--- src/rtl/uart_alu_sequencer.sv ---
// Frame sequencer between uart_rx, the ALU and uart_tx. It collects operand A, operand B and the
// opcode, latches the ALU result, launches the transmitter, and aborts frames that stall.
module uart_alu_sequencer #(
    parameter int DBIT          = 8,
    parameter int OPW           = 6,
    parameter int TIMEOUT_TICKS = 16384,
    parameter int TW            = 15
) (
    input  logic            clk,
    input  logic            reset,
    input  logic            s_tick,
    input  logic            rx_done_tick,
    input  logic [DBIT-1:0] rx_data,
    input  logic [DBIT-1:0] alu_result,
    input  logic            tx_done_tick,
    output logic [DBIT-1:0] alu_a,
    output logic [DBIT-1:0] alu_b,
    output logic [OPW-1:0]  alu_op,
    output logic            tx_start,
    output logic [DBIT-1:0] tx_data,
    output logic            busy,
    output logic            timeout,
    output logic [2:0]      dbg_state
);

    typedef enum logic [2:0] {
        WAIT_A  = 3'd0,
        WAIT_B  = 3'd1,
        WAIT_OP = 3'd2,
        LATCH   = 3'd3,
        SEND    = 3'd4,
        WAIT_TX = 3'd5
    } state_e;

    localparam logic [TW-1:0] LAST_TICK = TW'(TIMEOUT_TICKS - 1);

    state_e          state_q, state_d;
    logic [DBIT-1:0] alu_a_q, alu_a_d;
    logic [DBIT-1:0] alu_b_q, alu_b_d;
    logic [OPW-1:0]  alu_op_q, alu_op_d;
    logic [DBIT-1:0] tx_data_q, tx_data_d;
    logic [TW-1:0]   timer_q, timer_d;
    logic            timeout_q, timeout_d;
    logic [TW-1:0]   timer_next;

    always_ff @(posedge clk or negedge reset) begin
        if (!reset) begin
            state_q   <= WAIT_A;
            alu_a_q   <= '0;
            alu_b_q   <= '0;
            alu_op_q  <= '0;
            tx_data_q <= '0;
            timer_q   <= '0;
            timeout_q <= 1'b0;
        end else begin
            state_q   <= state_d;
            alu_a_q   <= alu_a_d;
            alu_b_q   <= alu_b_d;
            alu_op_q  <= alu_op_d;
            tx_data_q <= tx_data_d;
            timer_q   <= timer_d;
            timeout_q <= timeout_d;
        end
    end

    // rx_done_tick and tx_done_tick are one-cycle strobes with no backpressure: a strobe that
    // arrives in a state that does not consume it is simply dropped.
    always_comb begin
        state_d    = state_q;
        alu_a_d    = alu_a_q;
        alu_b_d    = alu_b_q;
        alu_op_d   = alu_op_q;
        tx_data_d  = tx_data_q;
        timer_d    = '0;
        timeout_d  = 1'b0;
        timer_next = (s_tick && (timer_q != LAST_TICK)) ? timer_q + TW'(1) : timer_q;
        unique case (state_q)
            WAIT_A: begin
                if (rx_done_tick) begin
                    alu_a_d = rx_data;
                    state_d = WAIT_B;
                end
            end
            WAIT_B: begin
                if (rx_done_tick) begin
                    alu_b_d = rx_data;
                    state_d = WAIT_OP;
                end else if (s_tick && (timer_q == LAST_TICK)) begin
                    state_d   = WAIT_A;
                    timeout_d = 1'b1;
                end else begin
                    timer_d = timer_next;
                end
            end
            WAIT_OP: begin
                if (rx_done_tick) begin
                    alu_op_d = rx_data[OPW-1:0];
                    state_d  = LATCH;
                end else if (s_tick && (timer_q == LAST_TICK)) begin
                    state_d   = WAIT_A;
                    timeout_d = 1'b1;
                end else begin
                    timer_d = timer_next;
                end
            end
            LATCH: begin
                tx_data_d = alu_result;
                state_d   = SEND;
            end
            SEND: begin
                state_d = WAIT_TX;
            end
            WAIT_TX: begin
                if (tx_done_tick) state_d = WAIT_A;
            end
            default: begin
                state_d = WAIT_A;
            end
        endcase
    end

    assign alu_a     = alu_a_q;
    assign alu_b     = alu_b_q;
    assign alu_op    = alu_op_q;
    assign tx_data   = tx_data_q;
    assign timeout   = timeout_q;
    assign tx_start  = (state_q == SEND);
    assign busy      = (state_q != WAIT_A);
    assign dbg_state = state_q;

endmodule
--- config.mk ---
export PLATFORM = sky130hd
export DESIGN_NAME = uart_alu_sequencer
export DESIGN_NICKNAME = d
export VERILOG_FILES = /design/src/rtl/uart_alu_sequencer.sv
export SDC_FILE = /design/constraint.sdc
export NUM_CORES = 1
export LEC_CHECK = 0
export ABC_AREA = 0
export BUFFER_PORTS_ARGS = -buffer_cell sky130_fd_sc_hd__clkbuf_2
export CORE_MARGIN = 1
export CORE_UTILIZATION = 56
export DETAILED_ROUTE_END_ITERATION = 6
export PLACE_DENSITY_LB_ADDON = 0.15
export SYNTH_ARGS = -nofsm -noshare
export SYNTH_HDL_FRONTEND = slang
export SYNTH_SLANG_ARGS = --single-unit
--- constraint.sdc ---
create_clock -name clk -period 4.6 [get_ports clk]
set_input_delay 0.23 -clock clk [delete_from_list [all_inputs] [get_ports clk]]
set_output_delay 0.23 -clock clk [all_outputs]
set_load 0.005 [all_outputs]
After elaboration in Yosys (flattened, before gate mapping)
Index checks and enable logic that the tools add are counted.
Widths: inputs -> output; s select.

word-level totals
  input bits = 21
  flip-flop bits (word level) = 49

cells by class
  reduce and logical (&&, ||, !) cells = 9
  multiplexer cells = 13
  add/sub/neg operators = 1
  eq/ne operators = 10

operators with widths
  operator               number
  $mux 15                4
  $pmux 3 s6             1
  $add 15x1->15 const B  1
  $eq 15x14->1 const B   1
  $mux 3                 5
  $ne 15x14->1 const B   1
  $reduce_and 2->1       4
  $eq 3x2->1 const B     2
  $eq 3x3->1 const B     2
  $ne 2x2->1 const B     2
  $ne 4x1->1 const B     1
  $eq 3x1->1 const B     1
  $logic_not 3->1        1
  $mux 1                 3
  $reduce_bool 3->1      1
  $logic_and 1x1->1      2
  $reduce_or 2->1        1

Longest topological paths before layout
  word-level depth = 6
  mapped depth = 6
  mapped depth without buffers = 5

Worst setup path after synthesis
Ideal clock, no wire load.

  kind = register to register
  from = register state_q[2], in the netlist dbg_state[2]
  to = register alu_b_q[0], in the netlist alu_b[0]
  path slack = 3.010 ns
  stages on the path, launching flop included = 4
  setup time = 0.125 ns
  required time = 4.475 ns
  arrival time = 1.465 ns
  period minus slack after synthesis = 1.590 ns
  path through = dfrtp_1 nand2b_1 nor3b_2 mux2_2

on the way
  longest elaborated chain between the ends = 2

ends and longest elaborated chain
  element                     RTL line  RTL
  from (decl)                 37        state_e state_q, state_d;
  from (signal assigned)      56        state_q <= state_d;
  $eq 3x1->1                  77        unique case (state_q)
  $reduce_and 2->1 (no line)  -
  to (signal assigned)        58        alu_b_q <= alu_b_d;
  to (decl)                   39        logic [DBIT-1:0] alu_b_q, alu_b_d;

Every way passes these cells.
A chain may end at the register's enable or synchronous reset.

Worst setup path in the final report
  from = register state_q[0], in the netlist dbg_state[0]
  to = register alu_b_q[7], in the netlist alu_b[7]

Same word-level chain as after synthesis.

==> impl_metrics.env <==
export IMPL_grt_overflow_total=0
export IMPL_synth_most_common_cell="dfrtp_1"
export IMPL_worstMarginPinSlew_ns=0.719
export IMPL_r2r_end="alu_b[7]"
export IMPL_die_area_um2=4150
export IMPL_post_cts_buffers=0
export IMPL_cts_htree_levels=2
export IMPL_p_per_area_nw_per_um2=562
export IMPL_worstPathRequired_ns=4.78
export IMPL_status="finished clean"
export IMPL_ctsHoldBuffers=0
export IMPL_diodes=0
export IMPL_start_kind="flip-flop"
export IMPL_grt_total_usage=0.232
export IMPL_synth_distinct_cells=36
export IMPL_clk_latency_ns=0.30
export IMPL_grt_pass1_wl_um=7260
export IMPL_reg2reg_depth=2
export IMPL_multi_input_comb_area_um2=925
export IMPL_placementRows=22
export IMPL_drt_pass1_iter_count=4
export IMPL_areaGrowthSynthToFinish_pct=19.0
export IMPL_setup_tns_final_ns=0
export IMPL_grt_pass1_vias=1514
export IMPL_ys_ff_latch=49
export IMPL_async_flop_share=1.00
export IMPL_hpwl_um=3160
export IMPL_place_congestion=0.866
export IMPL_antenna_left=0
export IMPL_cts_sinks=49
export IMPL_whs_ns=0.0198
export IMPL_hold_class="input pin to asynchronous set/reset pin"
export IMPL_worstPathArrival_ns=2.08
export IMPL_cts_root_buf="clkbuf_8"
export IMPL_start_util=0.592
export IMPL_vias_per_cell=5.68
export IMPL_critical_path_reg2reg_startpoint="dbg_state[0]"
export IMPL_portBuffers=56
export IMPL_cts_tree="built"
export IMPL_slew_headroom=0.519
export IMPL_cts_made_buffers=5
export IMPL_netlist_top_cells_count="dfrtp_1 (49), mux2_2 (30), a21oi_1 (10)"
export IMPL_drc=0
export IMPL_ff_latch_area_um2=1230
export IMPL_drt_total_wl_um=4360
export IMPL_synth_edf_count=0
export IMPL_cts_buffer_depth=2
export IMPL_drv_slew=0
export IMPL_die_w_um=64.4
export IMPL_routedWlPerCell_um=15.9
export IMPL_cp_end_kind="flip-flop"
export IMPL_synth_top_area_share=0.562
export IMPL_ir_drop_v=0.000318
export IMPL_leakagePower_nw=1.15
export IMPL_synth_area_leaders="dfrtp_1 (56%), mux2_2 (15%), xor2_1 (2.8%)"
export IMPL_crit_type="flip-flop to flip-flop"
export IMPL_final_min_period_over_clock_period=0.413
export IMPL_die_h_um=64.4
export IMPL_rrSetupSlack_ns=2.70
export IMPL_filler_cell_count=273
export IMPL_rsz0062_at_grt="false"
export IMPL_path_clk_slew_ns=0.09
export IMPL_synth_top_flop_cell="dfrtp_1"
export IMPL_grt_max_degree=50
export IMPL_yosys_warnings=0
export IMPL_ios=57
export IMPL_drive_above_1_share=0.471
export IMPL_cts_repair_resized=0
export IMPL_antenna_found_initial=0
export IMPL_seq_area_frac_synth=0.562
export IMPL_cap_violations=0
export IMPL_clock_fmax_mhz=526
export IMPL_fin_crit_ns=1.90
export IMPL_syn_area_um2=2180
export IMPL_drt_iter0_drc=146
export IMPL_crit_fanout=13
export IMPL_avgSynthCellArea_um2=13.1
export IMPL_yosysTopAreaCell="dfrtp_1"
export IMPL_clock_skew_ns=0.00705
export IMPL_setup_violations=0
export IMPL_via_count=1561
export IMPL_hold_viol=0
export IMPL_synth_nets=188
export IMPL_coreArea_um2=3690
export IMPL_syn_inst=166
export IMPL_nNetsFinal=249
worst max-delay path by stage:
stage	from	endpoint	slack (ns)	cells after the start
after floorplan	dbg_state[2]	alu_b[0]	3.01	3
after global placement	dbg_state[0]	alu_b[7]	2.77	2
after detailed placement	dbg_state[0]	alu_b[1]	2.71	2
after CTS	dbg_state[0]	alu_b[7]	2.69	2
after global routing	dbg_state[0]	alu_b[7]	2.58	2
final	dbg_state[0]	alu_b[7]	2.70	2
worst max-delay path, stage by stage, from the launching register on:
cell     delay (ns)
dfrtp_1        0.68
nor3b_2        0.70
mux2_2         0.41
per-stage QoR:
stage	cell area [um2]	setup WS [ns]	std cells	util	total power [mW]
finish	2600	2.70	275	0.704	1.46
global route	2600	2.58	275	0.704	1.55
CTS	2600	2.69	275	0.704	1.48
detailed placement	2510	2.71	268	0.679	1.22
global placement	2510	2.77	268	0.679	1.19
floorplan	2180	3.01	166	-	0.996
state kept, by name, indices dropped and copies added (netlist names):
name       count
timeout        1
timer_q       15
alu_op         6
alu_b          8
alu_a          8
tx_data        8
dbg_state      3
logic make-up after synthesis:
group,share of synthesized area
AO/OA/AOI/OAI,0.0659
adder cells (fa/ha/maj),0.00573
AND/OR/NAND/NOR,0.157
multiplexers,0.155
buffers and inverters,0.0143
XOR/XNOR,0.0407
flip-flops,0.562
cell usage in the layout, fill, tap and decap left out, drive strengths merged:
| cell | n |
|---|---|
| nand4b | 3 |
| a21oi | 10 |
| o2111ai | 1 |
| nor3 | 2 |
| o211ai | 4 |
| nand3 | 5 |
| nor3b | 4 |
| o31ai | 4 |
| nor4 | 1 |
| clkinvlp | 1 |
| mux2 | 30 |
| nand2b | 3 |
| nand4 | 3 |
| clkbuf | 62 |
| and3 | 1 |
| nand3b | 3 |
| xor2 | 7 |
| o21ai | 3 |
| ha | 1 |
| and4 | 2 |
| inv | 2 |
| or3 | 5 |
| dfrtp | 49 |
| buf | 1 |
| or4 | 5 |
| xnor2 | 1 |
| nor2 | 7 |
| nand2 | 7 |
metal layers:
| metal | vias up | wire length (um) | GRT usage |
|---|---|---|---|
| met1 | 783 | 1830 | 0.286 |
| met3 | 4 | 211 | 0.0458 |
| met4 | 0 | 38 | 0.100 |
| li1 | 732 | - | - |
| met2 | 42 | 2290 | 0.397 |
| met5 | - | 0 | 0 |
area by class of cell:
cell class	count	share of cell area
Sequential cell	49	0.472
Multi-Input combinational cell	112	0.356
Timing Repair Buffer	57	0.111
Clock buffer	6	0.0318
Tap cell	48	0.0231
Clock inverter	1	0.00289
Inverter	2	0.00289
where the power goes:
part / internal (mW) / total (mW) / leakage, nW / switching (mW)
Combinational: 0.289 / 0.505 / 0.487 / 0.216
Sequential: 0.580 / 0.698 / 0.615 / 0.117
Clock: 0.119 / 0.257 / 0.0433 / 0.137
Total: 0.989 / 1.46 / 1.15 / 0.471
No activity file was read; power rests on OpenSTA's default activity.
